**config.mk**
```make
export PLATFORM = sky130hd
export DESIGN_NAME = gumnut_ctrl_fsm_flat
export DESIGN_NICKNAME = d
export VERILOG_FILES = /design/src/rtl/gumnut_ctrl_if.sv /design/src/rtl/gumnut_ctrl_fsm.sv /design/src/flat_wrapper.sv
export SDC_FILE = /design/constraint.sdc
export NUM_CORES = 1
export LEC_CHECK = 0
export CORE_UTILIZATION = 43
export DETAILED_ROUTE_END_ITERATION = 6
export GPL_TIMING_DRIVEN = 0
export PLACE_DENSITY = 0.84
export SLEW_MARGIN = 20
export SYNTH_ARGS = -nofsm -noshare
export SYNTH_HDL_FRONTEND = slang
export SYNTH_SLANG_ARGS = --single-unit
```
**constraint.sdc**
```tcl
create_clock -name clk_i -period 2.55 [get_ports clk_i]
set_input_delay 0.3825 -clock clk_i [delete_from_list [all_inputs] [get_ports clk_i]]
set_output_delay 0.3825 -clock clk_i [all_outputs]
set_load 0.005 [all_outputs]
```
**src/rtl/gumnut_ctrl_if.sv**
```systemverilog
// Handshake and bus bundle between the Gumnut control FSM and the rest of the core.
// master: the controller side; slave: the instruction register, datapath and bus side.
interface gumnut_ctrl_if #(
    parameter int unsigned IRQ_N = 4
);
    localparam int unsigned VEC_W = (IRQ_N > 1) ? $clog2(IRQ_N) : 1;

    logic [17:0]      IR;
    logic [IRQ_N-1:0] int_req_i;
    logic             inst_ack_i;
    logic             data_ack_i;
    logic             port_ack_i;
    logic             inst_stb_o;
    logic             data_stb_o;
    logic             data_we_o;
    logic             port_stb_o;
    logic             port_we_o;
    logic             reg_we_o;
    logic             int_ack_o;
    logic [VEC_W-1:0] int_vec_o;
    logic             int_en_o;
    logic             bus_err_o;
    logic [2:0]       state;

    modport master (
        input  IR, int_req_i, inst_ack_i, data_ack_i, port_ack_i,
        output inst_stb_o, data_stb_o, data_we_o, port_stb_o, port_we_o, reg_we_o,
               int_ack_o, int_vec_o, int_en_o, bus_err_o, state
    );

    modport slave (
        output IR, int_req_i, inst_ack_i, data_ack_i, port_ack_i,
        input  inst_stb_o, data_stb_o, data_we_o, port_stb_o, port_we_o, reg_we_o,
               int_ack_o, int_vec_o, int_en_o, bus_err_o, state
    );
endinterface

```
**src/rtl/gumnut_ctrl_fsm.sv**
```systemverilog
// Multi-cycle Gumnut control FSM: fetch/decode/execute/mem/write-back sequencing with
// prioritised interrupts, sleep on wait/stby and a bus-timeout halt.
module gumnut_ctrl_fsm #(
    parameter int unsigned IRQ_N   = 4,
    parameter int unsigned TIMEOUT = 16
) (
    input  logic          clk_i,
    input  logic          rst_i,
    gumnut_ctrl_if.master bus
);
    localparam int unsigned VEC_W = (IRQ_N > 1) ? $clog2(IRQ_N) : 1;
    localparam int unsigned CNT_W = (TIMEOUT > 1) ? $clog2(TIMEOUT) : 1;

    typedef enum logic [2:0] {
        StFetch  = 3'd0,
        StDecode = 3'd1,
        StExec   = 3'd2,
        StMem    = 3'd3,
        StWb     = 3'd4,
        StInt    = 3'd5,
        StSleep  = 3'd6,
        StHalt   = 3'd7
    } state_e;

    state_e           state_q, state_d, ret_state;
    logic [CNT_W-1:0] cnt_q, cnt_d;
    logic             int_en_q, int_en_d;
    logic             saved_q, saved_d;
    logic [VEC_W-1:0] vec_next;
    logic             timeout_hit, mem_ack, any_req;
    logic             is_mem, is_alu, is_misc;
    logic [2:0]       misc_fn;

    logic             inst_stb_q, data_stb_q, data_we_q, port_stb_q, port_we_q;
    logic             reg_we_q, int_ack_q, bus_err_q;
    logic [VEC_W-1:0] int_vec_q;

    assign is_mem  = (bus.IR[17:16] == 2'b10);
    assign is_alu  = ~bus.IR[17] | (bus.IR[17:15] == 3'b110) | (bus.IR[17:14] == 4'b1110);
    assign is_misc = (bus.IR[17:11] == 7'b1111110);
    assign misc_fn = bus.IR[10:8];

    // IR[15] selects IO over data memory; IR[14] marks the write forms (stm/out).
    assign mem_ack     = bus.IR[15] ? bus.port_ack_i : bus.data_ack_i;
    assign any_req     = |bus.int_req_i;
    assign timeout_hit = (TIMEOUT != 0) && (cnt_q == CNT_W'(TIMEOUT - 1));
    assign ret_state   = (int_en_q && any_req) ? StInt : StFetch;

    always_comb begin
        vec_next = '0;
        for (int i = int'(IRQ_N) - 1; i >= 0; i--) begin
            if (bus.int_req_i[i]) vec_next = VEC_W'(i);
        end
    end

    always_comb begin
        state_d  = state_q;
        cnt_d    = '0;
        int_en_d = int_en_q;
        saved_d  = saved_q;
        case (state_q)
            StFetch: begin
                if (bus.inst_ack_i)   state_d = StDecode;
                else if (timeout_hit) state_d = StHalt;
                else                  cnt_d = cnt_q + CNT_W'(1);
            end
            StDecode: state_d = is_mem ? StMem : StExec;
            StExec: begin
                if (is_alu) begin
                    state_d = StWb;
                end else if (is_misc) begin
                    state_d = ret_state;
                    case (misc_fn)
                        3'b001:         int_en_d = saved_q;
                        3'b010:         int_en_d = 1'b1;
                        3'b011:         int_en_d = 1'b0;
                        3'b100, 3'b101: state_d = StSleep;
                        default:        ;
                    endcase
                end else begin
                    state_d = ret_state;
                end
            end
            StMem: begin
                if (mem_ack)          state_d = bus.IR[14] ? ret_state : StWb;
                else if (timeout_hit) state_d = StHalt;
                else                  cnt_d = cnt_q + CNT_W'(1);
            end
            StWb:    state_d = ret_state;
            StInt:   state_d = StFetch;
            StSleep: if (any_req) state_d = int_en_q ? StInt : StFetch;
            StHalt:  state_d = StHalt;
            default: state_d = StFetch;
        endcase
        // Interrupt entry masks further interrupts; reti brings the enable back.
        if (state_d == StInt) begin
            int_en_d = 1'b0;
            saved_d  = 1'b1;
        end
    end

    // Outputs are registered from the next state so they line up with state_q.
    always_ff @(posedge clk_i or negedge rst_i) begin
        if (!rst_i) begin
            state_q    <= StFetch;
            cnt_q      <= '0;
            int_en_q   <= 1'b0;
            saved_q    <= 1'b0;
            inst_stb_q <= 1'b0;
            data_stb_q <= 1'b0;
            data_we_q  <= 1'b0;
            port_stb_q <= 1'b0;
            port_we_q  <= 1'b0;
            reg_we_q   <= 1'b0;
            int_ack_q  <= 1'b0;
            int_vec_q  <= '0;
            bus_err_q  <= 1'b0;
        end else begin
            state_q    <= state_d;
            cnt_q      <= cnt_d;
            int_en_q   <= int_en_d;
            saved_q    <= saved_d;
            inst_stb_q <= (state_d == StFetch);
            data_stb_q <= (state_d == StMem) && !bus.IR[15];
            data_we_q  <= (state_d == StMem) && !bus.IR[15] && bus.IR[14];
            port_stb_q <= (state_d == StMem) && bus.IR[15];
            port_we_q  <= (state_d == StMem) && bus.IR[15] && bus.IR[14];
            reg_we_q   <= (state_d == StWb);
            int_ack_q  <= (state_d == StInt);
            if (state_d == StInt) int_vec_q <= vec_next;
            bus_err_q  <= bus_err_q | (state_d == StHalt);
        end
    end

    assign bus.state      = state_q;
    assign bus.inst_stb_o = inst_stb_q;
    assign bus.data_stb_o = data_stb_q;
    assign bus.data_we_o  = data_we_q;
    assign bus.port_stb_o = port_stb_q;
    assign bus.port_we_o  = port_we_q;
    assign bus.reg_we_o   = reg_we_q;
    assign bus.int_ack_o  = int_ack_q;
    assign bus.int_vec_o  = int_vec_q;
    assign bus.int_en_o   = int_en_q;
    assign bus.bus_err_o  = bus_err_q;
endmodule

```
**src/flat_wrapper.sv**
```systemverilog
// flat-port wrapper written by rule: the top's interface ports become plain ports
module gumnut_ctrl_fsm_flat 
#(
    parameter int unsigned IRQ_N   = 4,
    parameter int unsigned TIMEOUT = 16
)
  (clk_i, rst_i, bus_IR, bus_int_req_i, bus_inst_ack_i, bus_data_ack_i, bus_port_ack_i, bus_inst_stb_o, bus_data_stb_o, bus_data_we_o, bus_port_stb_o, bus_port_we_o, bus_reg_we_o, bus_int_ack_o, bus_int_vec_o, bus_int_en_o, bus_bus_err_o, bus_state);
  gumnut_ctrl_if #(.IRQ_N(IRQ_N)) bus_i ();
  input  logic clk_i;
  input  logic rst_i;
  input wire logic [$bits(bus_i.IR)-1:0] bus_IR;
  input wire logic [$bits(bus_i.int_req_i)-1:0] bus_int_req_i;
  input wire logic [$bits(bus_i.inst_ack_i)-1:0] bus_inst_ack_i;
  input wire logic [$bits(bus_i.data_ack_i)-1:0] bus_data_ack_i;
  input wire logic [$bits(bus_i.port_ack_i)-1:0] bus_port_ack_i;
  output wire logic [$bits(bus_i.inst_stb_o)-1:0] bus_inst_stb_o;
  output wire logic [$bits(bus_i.data_stb_o)-1:0] bus_data_stb_o;
  output wire logic [$bits(bus_i.data_we_o)-1:0] bus_data_we_o;
  output wire logic [$bits(bus_i.port_stb_o)-1:0] bus_port_stb_o;
  output wire logic [$bits(bus_i.port_we_o)-1:0] bus_port_we_o;
  output wire logic [$bits(bus_i.reg_we_o)-1:0] bus_reg_we_o;
  output wire logic [$bits(bus_i.int_ack_o)-1:0] bus_int_ack_o;
  output wire logic [$bits(bus_i.int_vec_o)-1:0] bus_int_vec_o;
  output wire logic [$bits(bus_i.int_en_o)-1:0] bus_int_en_o;
  output wire logic [$bits(bus_i.bus_err_o)-1:0] bus_bus_err_o;
  output wire logic [$bits(bus_i.state)-1:0] bus_state;
  assign bus_i.IR = bus_IR;
  assign bus_i.int_req_i = bus_int_req_i;
  assign bus_i.inst_ack_i = bus_inst_ack_i;
  assign bus_i.data_ack_i = bus_data_ack_i;
  assign bus_i.port_ack_i = bus_port_ack_i;
  assign bus_inst_stb_o = bus_i.inst_stb_o;
  assign bus_data_stb_o = bus_i.data_stb_o;
  assign bus_data_we_o = bus_i.data_we_o;
  assign bus_port_stb_o = bus_i.port_stb_o;
  assign bus_port_we_o = bus_i.port_we_o;
  assign bus_reg_we_o = bus_i.reg_we_o;
  assign bus_int_ack_o = bus_i.int_ack_o;
  assign bus_int_vec_o = bus_i.int_vec_o;
  assign bus_int_en_o = bus_i.int_en_o;
  assign bus_bus_err_o = bus_i.bus_err_o;
  assign bus_state = bus_i.state;
  gumnut_ctrl_fsm #(.IRQ_N(IRQ_N), .TIMEOUT(TIMEOUT)) u_core (.clk_i(clk_i), .rst_i(rst_i), .bus(bus_i));
endmodule
```
# Word level (Yosys, flattened, before mapping)
# Index checks and enable logic that the tools add are counted.
[op_classes]
n_addsub = 1
eq_ne = 22
mux = 26
n_bitwise = 4
reduce_logical = 14
[op_table]
columns = ["operator", "count"]
rows = [
  ["3-bit equality test (second input constant)", 10],
  ["3-bit two-way mux", 10],
  ["3-bit one-hot mux with 8 select lines", 1],
  ["3-bit by 2-bit equality test with 1-bit output (second input constant)", 5],
  ["4-bit two-way mux", 3],
  ["4-bit equality test (second input constant)", 2],
  ["2-bit two-way mux", 4],
  ["4-bit one-hot mux with 2 select lines", 1],
  ["7-bit equality test (second input constant)", 1],
  ["3-bit by 1-bit equality test with 1-bit output (second input constant)", 2],
  ["3-bit logical NOT", 2],
  ["1-bit two-way mux", 6],
  ["1-bit logical AND", 5],
  ["4-bit by 1-bit adder with 4-bit output (second input constant)", 1],
  ["4-bit AND reduction", 1],
  ["2-bit nonzero test", 2],
  ["4-bit nonzero test", 1],
  ["4-bit OR reduction", 1],
  ["1-bit OR", 3],
  ["1-bit one-hot mux with 3 select lines", 1],
  ["2-bit equality test (second input constant)", 1],
  ["2-bit != test (second input constant)", 1],
  ["2-bit OR reduction", 1],
  ["1-bit logical NOT", 1],
  ["1-bit inverter", 1],
]
[word_totals]
reg_bits = 19
in_bits = 27
output_inout_bits = 14

# Depth between registers and ports, before layout
# Gate-level depths: netlist of run 1.
[depth]
depth_word = 10
mapped_depth = 7
mapped_depth_nobuf = 7

# Least setup slack after synthesis of run 1
# Ideal clock, no wire load.
[synth_timing]
path_type = "input to register"
start = "input bus_IR[15]"
end = "register u_core.int_vec_q[0] (netlist: u_core.bus.int_vec_o[0])"
setup_time_ns = 0.125
arrival_ns = 1.935
path_slack_ns = 0.490
cell_stages = 7
path_buffers = 1
cell_sequence = "buf_4 mux2i_1 a31oi_1 nor2_1 a221o_1 nor3_4 mux2_4"
[synth_via]
elab_chain_cells = 6
word_cells_on_any_way = 11
classes_between = "eq/ne: 4; mux: 5; bitwise: 2"
[synth_lines]
columns = ["item", "line_no", "rtl"]
rows = [
  ["start, declared", "flat_wrapper.sv:11", "input wire logic [$bits(bus_i.IR)-1:0] bus_IR;"],
  ["3-bit equality test", "gumnut_ctrl_fsm.sv:39", "assign is_alu = ~bus.IR[17] | (bus.IR[17:15] == 3'b110) | (bus.IR[17:14] == 4'b1110);"],
  ["1-bit OR (2 in a row)", "gumnut_ctrl_fsm.sv:39", ""],
  ["3-bit two-way mux", "gumnut_ctrl_fsm.sv:69", "if (is_alu) begin"],
  ["3-bit one-hot mux with 8 select lines (*)", "gumnut_ctrl_fsm.sv:61", "case (state_q)"],
  ["named net u_core.state_d[1]", "gumnut_ctrl_fsm.sv:25", "state_e state_q, state_d, ret_state;"],
  ["3-bit equality test (*)", "gumnut_ctrl_fsm.sv:130", "if (state_d == StInt) int_vec_q <= vec_next;"],
  ["end signal, assigned", "gumnut_ctrl_fsm.sv:130", ""],
  ["end, declared", "gumnut_ctrl_fsm.sv:36", "logic [VEC_W-1:0] int_vec_q;"],
]
# Mark *: on every way through the listed nets, which the timed path passes. The rest lies on a longest branch.
# A chain may end at the register's enable or synchronous reset.

# Worst setup path after layout of run 1
[layout_timing]
start = "input bus_IR[14]"
end = "register u_core.int_vec_q[0] (netlist: u_core.bus.int_vec_o[0])"
[layout_via]
elab_chain_cells = 5
word_cells_on_any_way = 9
classes_between = "eq/ne: 3; mux: 5; bitwise: 1"
[layout_lines]
columns = ["item", "line_no"]
rows = [
  ["7-bit equality test / 4-bit equality test (equally long branches)", "gumnut_ctrl_fsm.sv:40, gumnut_ctrl_fsm.sv:39"],
  ["3-bit two-way mux / 1-bit OR (equally long branches)", "gumnut_ctrl_fsm.sv:71, gumnut_ctrl_fsm.sv:39"],
  ["3-bit two-way mux", "gumnut_ctrl_fsm.sv:69"],
  ["3-bit one-hot mux with 8 select lines (*)", "gumnut_ctrl_fsm.sv:61"],
  ["3-bit equality test (*)", "gumnut_ctrl_fsm.sv:130"],
]
# Every way passes the cells marked *; elsewhere a longest branch is shown, timed or not.

==> results.tsv, run 1 <==
stage	metric	value	unit
run	cap_violations	0	
sta	finClkSkew	0.00744	ns
synth	netlist_area	1060	sq um
drt	ant_nets	0	
sta	rsz0062_at_grt	no	
grt	grt_max_degree	20	
finish	drive_gt1_share	14.1	%
pwr	ir_drop	456	uV
clock_tree	cts_tree	built	
grt	grt_pass1_wl	3.88	mm
worst_setup_path	startpoint	bus_IR[14]	
clock_tree	clockBufferDepth	2	
finish	layout_commonest_cell	clkdlybuf4s50_1	
finish	seq_area	475	sq um
floorplanning	die_area	2660	sq um
worst_setup_path	crit_path_start_kind	primary input	
finish	mostFrequentLayoutCells	31 x clkdlybuf4s50_1, 19 x dfrtp_1, 12 x nor2_1	
sta	setup_viol	0	
pwr	p_leak	0.593	nW
floorplanning	die_w	51.6	um
sta	max-slew-margin-rel	44.6	%
finish	syn_to_final_growth	35.7	%
clock_tree	clock_latency	0.30	ns
worst_setup_path	crit_family	simple AND/OR/NAND/NOR gates	
worst_hold_path	min_delay_path_depth	2	
place	place_hpwl	1.85	mm
synth	async_flop_share	100	%
synth	yosysUniqueCellTypes	44	
floorplanning	fp.coreArea	2250	sq um
clock_tree	htree_levels	1	
synth	avgSynthCellArea	9.88	sq um
clock_tree	clock_sinks	19	
finish	final_area	1440	sq um
pwr	power	1.24	mW
grt	grt_pass1_vias	882	
clock_tree	cts_root_buffer	clkbuf_4	
finish	diodes	0	
worst_setup_path	crit_chain	clkdlybuf4s50_1 -> nand4_1 -> nor4_2 -> o21a_1 -> o31ai_4 -> nor3_4 -> mux2_4	
worst_setup_path	worstSetupPathDepth	7	
drt	first_pass_iters	4	
grt	grtUsageTotal	19.9	%
synth	syn_nets	135	
floorplanning	die_y	51.6	um
floorplanning	io_pins	41	
pwr	p_per_area	863	nW/um^2
place	gp_congestion	0.841	
place	dp_cells	166	
grt	antenna_found_initial	0	
place	portBuffers	31	
sta	finalCritPeriodShare	94.7	%
clock_tree	cts_made_buffers	3	
drt	vias_per_cell	5.66	
worst_setup_path	critPathKind	primary input to flip-flop	
worst_setup_path	crit_path_max_incr_delay	0.59	ns
status	status	complete, no violations	
synth	ys.flop_type	dfrtp_1	
synth	ys_ff_latch	19	
grt	gr-total-overflow	0	
place	placed_cell_area	1400	sq um
sta	hold_viol	0	
synth	syn_inst	107	
sta	fmax	414	MHz
worst_setup_path	crit_arrival	2.60	ns
worst_hold_path	min-delay-path-class	primary input to flip-flop	
worst_setup_path	rrSetupSlack	0.34	ns
drt	drtIter0Drc	15	
finish	fin_util	63.7	%
worst_setup_path	r2r_cells	7	
worst_setup_path	end_kind	flip-flop	
finish	fillCellCount	200	
synth	yosys_warnings	0	
clock_tree	postCtsSetupBuffers	0	
synth	synth_seq_area_share	45.0	%
sta	tightest_slew	0.828	ns
drt	dr_total_vias	963	
drt	post_drt_wl_per_cell	13.9	um
clock_tree	cts_resized	1	
clock_tree	clkSlewWorstSetupHoldPaths	0.10	ns
clock_tree	cts_hold_buffers	0	
worst_setup_path	critical-path-slowest-cell	clkdlybuf4s50_1	
finish	final_net_count	171	
worst_setup_path	worstSetupEndpoint	u_core.bus.int_vec_o[0]	
finish	stdcell_count	170	
sta	maxSlewViolCount	0	
drt	drc	0	
worst_setup_path	critPathRequiredTime	2.73	ns
finish	multi_input_area	551	sq um
drt	wl	2.36	mm
sta	tns	0	ns
sta	post-route-min-period	2.41	ns
synth	synth_edf_count	0	
worst_setup_path	cp_max_fo	6	
worst_setup_path	timing.rr.end	u_core.bus.int_vec_o[0]	
floorplanning	row_count	17	
worst_setup_path	r2r_start	u_core.bus.state[1]	
floorplanning	start_util	46.9	%
worst_setup_path	path_buf_inv	1	
-- metrics by stage --
stage               setup WS [ns]  hold WS, ns
floorplan                   0.490       0.0869
global placement           -0.215        0.455
detailed placement         -0.330        0.457
CTS                         0.151        0.289
global route               0.0339        0.284
finish                      0.136        0.289
-- routing by layer --
metal	part of all wire (%)	wire [um]	track usage (%)
met5	0	0	0
met4	2.2	53	8.56
met3	5.9	138	3.51
met2	48	1140	34.6
met1	43	1020	23.9
-- how the worst min path moves through the flow --
stage                          from                     to  slack, ns
2_1_floorplan                 rst_i   u_core.bus.bus_err_o       0.09
3_3_place_gp   u_core.bus.bus_err_o   u_core.bus.bus_err_o       0.46
3_5_place_dp         u_core.saved_q         u_core.saved_q       0.46
4_1_cts                  bus_IR[15]  u_core.bus.data_stb_o       0.29
5_1_grt                  bus_IR[15]  u_core.bus.data_stb_o       0.28
6_report                 bus_IR[15]  u_core.bus.data_stb_o       0.29
-- Yosys cell counts, types with 2 or more instances --
master	count	area [sq um]
dfrtp_1	19	475
nor2_1	12	45.0
nand2_1	8	30.0
a21oi_1	5	25.0
nor3_1	5	25.0
inv_1	4	15.0
nand3_1	4	20.0
o21ai_0	4	20.0
buf_2	3	15.0
nand2b_1	3	18.8
nor3b_1	3	22.5
or2_2	3	18.8
mux2_4	2	30.0
nor4_1	2	12.5
-- flip-flops by register name (all words and copies together), names as in the netlist --
| name | count |
|---|---|
| u_core.bus.bus_err_o | 1 |
| u_core.bus.data_stb_o | 1 |
| u_core.bus.data_we_o | 1 |
| u_core.bus.inst_stb_o | 1 |
| u_core.bus.int_ack_o | 1 |
| u_core.bus.int_en_o | 1 |
| u_core.bus.int_vec_o | 2 |
| u_core.bus.port_stb_o | 1 |
| u_core.bus.port_we_o | 1 |
| u_core.bus.reg_we_o | 1 |
| u_core.bus.state | 3 |
| u_core.cnt_q | 4 |
| u_core.saved_q | 1 |
-- cell families (layout without fill, tap and decap cells) --
kind of cell	after synthesis	after routing	share of synthesized area [%]
fa+ha+maj	1	1	1.18
simple gates	51	51	27.5
xor+xnor	1	1	0.829
mux	3	3	3.79
flops	19	19	45.0
buf+inv	8	43	3.55
compound gates	24	24	18.2
-- worst register-to-register path: cells and delay by family, from the launching register on --
kind	cells	cell delay, ns
compound gates	1	0.36
buf+inv	1	0.20
flops	1	0.38
mux	1	0.33
simple gates	4	0.84
-- power breakdown --
group	leakage (nW)	switching [mW]	internal [mW]	total, mW
clock network	0.0150	0.0878	0.0609	0.149
registers	0.247	0.0431	0.391	0.434
logic	0.330	0.325	0.332	0.656
-- cell type report --
type / instances / share of cell area [%]
Multi-Input combinational cell: 80 / 38.4
Sequential cell: 19 / 33.1
Timing Repair Buffer: 31 / 21.6
Tap cell: 28 / 2.44
Clock buffer: 4 / 1.83
Buffer: 4 / 1.57
Inverter: 4 / 1.05
(Power assumes the default switching activity.)
==> run 2, diff against run 1 <==
- CTS_CLUSTER_DIAMETER: not set -> 150
==> results of run 2 <==
No change in the layout: final DEF, timing and power equal those of run 1.
==> run 3, diff against run 2 <==
- SETUP_SLACK_MARGIN: not set -> 0.4
==> run 3 against run 2 <==
Net effect:
- final cell count increased by 7.1%
- critical path depth unchanged
- setup slack improved by 0.25 ns
- critical path type unchanged
- sequential power about the same
- combinational power increased by 32%
- global-route usage increased by 1.7 points
- hold slack improved by 0.012 ns
- die area unchanged
- design area increased by 11%
- critical endpoint unchanged
- non-clock buffer count increased by 12
- power increased by 17%
- core utilization increased by 7.3 points
==> results.tsv, run 3 (same netlist as run 1, synthesis figures left out) <==
stage	metric	value	unit	change
clock_tree	cts_root_buffer	clkbuf_4		unchanged
floorplanning	die_y	51.6	um	unchanged
worst_setup_path	critPathRequiredTime	2.74	ns	was 2.73 ns
grt	grt_pass1_vias	934		was 882
sta	post-route-min-period	2.16	ns	was 2.41 ns
worst_setup_path	crit_arrival	2.35	ns	was 2.60 ns
finish	regMostFlops	u_core.cnt_q		unchanged
pwr	p_per_area	907	nW/um^2	was 863 nW/um^2
sta	rsz0062_at_grt	yes		was no
place	dp_cells	166		unchanged
drt	drtIter0Drc	41		was 15
worst_setup_path	critPathKind	primary input to flip-flop		unchanged
grt	antenna_found_initial	0		unchanged
sta	max-slew-margin-rel	44.7	%	was 44.6%
run	cap_violations	0		unchanged
finish	largest_register_ffs	4		unchanged
floorplanning	start_util	46.9	%	unchanged
finish	stdcell_count	182		was 170
sta	maxSlewViolCount	0		unchanged
floorplanning	die_area	2660	sq um	unchanged
grt	grt_pass1_wl	4.20	mm	was 3.88 mm
finish	layout_commonest_cell	clkdlybuf4s50_1		unchanged
worst_hold_path	min-delay-path-class	primary input to flip-flop		unchanged
pwr	ir_drop	499	uV	was 456 uV
drt	post_drt_wl_per_cell	16.0	um	was 13.9 um
place	pre_cts_slack	-0.330	ns	unchanged
finish	final_net_count	183		was 171
worst_setup_path	path_buf_inv	1		unchanged
worst_setup_path	crit_path_start_kind	primary input		unchanged
sta	hold_viol	0		unchanged
place	gp_congestion	0.841		unchanged
grt	grt_max_degree	20		unchanged
drt	dr_total_vias	1059		was 963
clock_tree	htree_levels	1		unchanged
worst_setup_path	crit_family	compound AO/OA/AOI/OAI gates		was simple AND/OR/NAND/NOR gates
place	place_hpwl	1.85	mm	unchanged
drt	ant_nets	0		unchanged
place	placed_cell_area	1400	sq um	unchanged
pwr	p_leak	0.676	nW	was 0.593 nW
floorplanning	row_count	17		unchanged
drt	wl	2.92	mm	was 2.36 mm
clock_tree	clock_sinks	19		unchanged
clock_tree	cts_tree	built		unchanged
sta	worst_slack	0.388	ns	was 0.136 ns
finish	syn_to_final_growth	51.2	%	was 35.7%
finish	diodes	0		unchanged
finish	mostFrequentLayoutCells	26 x clkdlybuf4s50_1, 19 x dfrtp_1, 13 x buf_4		was 31 x clkdlybuf4s50_1, 19 x dfrtp_1, 12 x nor2_1
worst_setup_path	end_kind	flip-flop		unchanged
worst_setup_path	critical-path-slowest-cell	clkdlybuf4s50_1		unchanged
floorplanning	die_w	51.6	um	unchanged
sta	tightest_slew	0.827	ns	was 0.828 ns
clock_tree	cts_hold_buffers	0		unchanged
drt	first_pass_iters	4		unchanged
place	portBuffers	31		unchanged
grt	grtUsageTotal	21.6	%	was 19.9%
floorplanning	io_pins	41		unchanged
drt	drc	0		unchanged
floorplanning	fp.coreArea	2250	sq um	unchanged
worst_setup_path	crit_chain	clkdlybuf4s50_1 -> mux2i_1 -> a31oi_1 -> nor2_1 -> a221o_1 -> nor3_4 -> mux2_4		was clkdlybuf4s50_1 -> nand4_1 -> nor4_2 -> o21a_1 -> o31ai_4 -> nor3_4 -> mux2_4
sta	fmax	462	MHz	was 414 MHz
drt	vias_per_cell	5.82		was 5.66
worst_setup_path	cp_max_fo	5		was 6
sta	setup_viol	0		unchanged
finish	drive_gt1_share	24.0	%	was 14.1%
finish	fillCellCount	175		was 200
clock_tree	clkSlewWorstSetupHoldPaths	0.11	ns	was 0.10 ns
status	status	complete, no violations		unchanged
worst_setup_path	crit_path_max_incr_delay	0.47	ns	was 0.59 ns
finish	final_area	1600	sq um	was 1440 sq um
grt	gr-total-overflow	0		unchanged
sta	finClkSkew	0.00790	ns	was 0.00744 ns
clock_tree	clock_latency	0.30	ns	about the same
clock_tree	cts_made_buffers	3		unchanged
clock_tree	clockBufferDepth	2		unchanged
sta	finalCritPeriodShare	84.8	%	was 94.7%
sta	hold_ws	0.301	ns	was 0.289 ns
finish	fin_util	70.9	%	was 63.7%
==> run 3: cell types whose count changed in the layout (fill, tap and decap cells not counted), sizes merged <==
cell	delta
buf	+12
clkdlybuf4s50	-5
dlygate4sd2	+5
==> run 3: final timing paths <==
check                                    startpoint                 endpoint  slack, ns  depth (start not counted)
worst min register to register       u_core.saved_q           u_core.saved_q       0.48                          1
max in group asynchronous                     rst_i      u_core.bus.state[0]       1.48                          1
worst max register to register  u_core.bus.state[2]  u_core.bus.int_vec_o[0]       0.43                          7
worst min-delay path                     bus_IR[15]    u_core.bus.data_stb_o       0.30                          2
min in group asynchronous                     rst_i    u_core.bus.data_stb_o       0.55                          1
worst max-delay path                 bus_data_ack_i  u_core.bus.int_vec_o[0]       0.39                          7
==> run 3: worst register-to-register path: stages, from the launching register on <==
cell and delay, ns:
dfrtp_1 0.41, buf_6 0.14, nor3b_4 0.26, nand3_2 0.15, o311ai_4 0.32, nor2_2 0.08, nor3_4 0.33, mux2_4 0.33
==> run 3: per-layer routing <==
metal,wire length [um],up-vias,track usage [%]
li1,-,487,-
met1,1100,479,24.5
met2,1460,70,39.2
met3,197,23,3.51
met4,160,0,10.4
met5,0,-,0
==> run 3: power breakdown <==
group | total (mW) | switching, mW | internal, mW | leakage (nW)
Sequential | 0.437 | 0.0468 | 0.391 | 0.247
Clock | 0.150 | 0.0891 | 0.0609 | 0.0150
Combinational | 0.863 | 0.404 | 0.459 | 0.414
Total | 1.45 | 0.539 | 0.911 | 0.676
==> run 3: stage by stage <==
step	total power [mW]	setup TNS [ns]
after floorplan	0.842	0
after global routing	1.54	0
final	1.45	0
after CTS	1.32	0
after detailed placement	1.10	-1.06
after global placement	1.08	-0.461
==> run 3: cell type report <==
cell class | instances | area (sq um) | share of cell area, %
plain buffers | 4 | 41.3 | 2.58
clock buffers | 4 | 26.3 | 1.64
inverters | 4 | 15.0 | 0.939
multi-input cells | 80 | 612 | 38.3
flip-flops and latches | 19 | 475 | 29.7
well taps | 28 | 35.0 | 2.19
repair buffers | 43 | 394 | 24.6
==> run 3: repair_timing <==
item | in CTS | in global routing
pin swaps | 7 | 7
gates resized for setup | 15 | 8
cloned | 0 | 0
buffers inserted | 3 | 9
setup endpoints to repair | 12 | 6
==> patch, RTL diff (flow settings as in run 2) <==
`IRQ_N` is set to 4 in 3 places; all go to 16.
--- a/src/rtl/gumnut_ctrl_if.sv
+++ b/src/rtl/gumnut_ctrl_if.sv
@@ -2,5 +2,5 @@
 // master: the controller side; slave: the instruction register, datapath and bus side.
 interface gumnut_ctrl_if #(
-    parameter int unsigned IRQ_N = 4
+    parameter int unsigned IRQ_N = 16
 );
     localparam int unsigned VEC_W = (IRQ_N > 1) ? $clog2(IRQ_N) : 1;
--- a/src/rtl/gumnut_ctrl_fsm.sv
+++ b/src/rtl/gumnut_ctrl_fsm.sv
@@ -2,5 +2,5 @@
 // prioritised interrupts, sleep on wait/stby and a bus-timeout halt.
 module gumnut_ctrl_fsm #(
-    parameter int unsigned IRQ_N   = 4,
+    parameter int unsigned IRQ_N   = 16,
     parameter int unsigned TIMEOUT = 16
 ) (
--- a/src/flat_wrapper.sv
+++ b/src/flat_wrapper.sv
@@ -2,5 +2,5 @@
 module gumnut_ctrl_fsm_flat 
 #(
-    parameter int unsigned IRQ_N   = 4,
+    parameter int unsigned IRQ_N   = 16,
     parameter int unsigned TIMEOUT = 16
 )
Interface: changed (resized bus_int_req_i and bus_int_vec_o); port bits go from 41 to 55. No check against the original RTL was run, so the function may have changed too.
==> patch against run 2 <==
First-iteration DRC count grew to 3.2 times the old value. Clock skew shrank 5.0 ps. Highest routed layer unchanged. Setup slack lost 50 ps. Final area grew 31%. Fmax shrank 2.0%. Wire length grew 34%. Hold slack lost 18 ps. Combinational power grew 13%. Power grew 11%. Sequential cell count grew 2. Largest cell class unchanged. Area after synthesis grew 20%. Register-to-register slack lost 140 ps. Critical path type unchanged.
==> patch: results <==
set metrics [dict create \
    status "finished, final reports clean" \
    clk_share_pct 1.398 \
    synth-xor-area-share_pct 1.383 \
    synth-adder-area-share_pct 0.9881 \
    grtUsageMet3_pct 3.917 \
    grt_first_pass_wirelength_um 5106 \
    placed_area_sq_mm 0.001755 \
    synth_commonest_cells "dfrtp_1 (21), nor2_1 (12), a21oi_1 (10), nand2_1 (9), inv_1 (8)" \
    die_area_sq_mm 0.003166 \
    grt_pass1_vias 1253 \
    final_layout_size_suffix_gt1_share_pct 15.05 \
    wire_per_inst_um 14.59 \
    switching_power_uw 512.5 \
    dp_cells 210 \
    seqCellArea_sq_um 525.5 \
    pg_comb_uw 740 \
    synthTopCellsByArea "dfrtp_1 (42%), a21oi_1 (4.0%), mux2_4 (3.6%)" \
    powerDensity_mw_per_mm2 729.2 \
    multi_input_gates 101 \
    final_area_sq_mm 0.001879 \
    drt-met1-wl_um 1182 \
    powerClk_uw 156 \
    seq_cells 21 \
    globalplace.congestion 0.8697 \
    gr-usage-all-layers_pct 20.35 \
    drt_iter0_markers 48 \
    multi_input_area_share_pct 40.48 \
    ys_seq_area_share_pct 41.50 \
    use_met1_pct 21.52 \
    buffer_area_share_pct 26.50 \
    signal_buffers 52 \
    syn_inst 134 \
    wl_met2_um 1728 \
    leakage_uw 0.0007340 \
    dp.final_hpwl_um 2418 \
    post-place-ws_ps -507.8 \
    synthMuxAreaShare_pct 6.917 \
]
## patch: final timing paths
| kind | from | end | slack, ps | depth (start not counted) |
|---|---|---|---|---|
| setup / recovery | bus_int_req_i[9] | u_core.bus.int_vec_o[1] | 90 | 8 |
| hold / removal | bus_IR[15] | u_core.bus.data_stb_o | 270 | 2 |
| setup reg to reg | u_core.bus.state[0] | u_core.saved_q | 200 | 9 |
| hold reg to reg | u_core.saved_q | u_core.saved_q | 490 | 1 |
| max in group asynchronous | rst_i | u_core.bus.int_vec_o[1] | 1430 | 1 |
| min in group asynchronous | rst_i | u_core.cnt_q[0] | 570 | 1 |
## patch: critical path: stages
cell and delay (ps):
clkdlybuf4s50_1 470, nor4_2 390, nand4_1 270, o311a_1 210, o221ai_4 240, nor3b_4 210
buf_4 170, mux2_4 300
## patch: repair_timing
action | in CTS | in global routing
setup endpoints to repair | 4 | 7
hold endpoints to repair | 0 | 0
resized for setup | 2 | 9
setup buffers | 3 | 0
pin swaps | 0 | 2
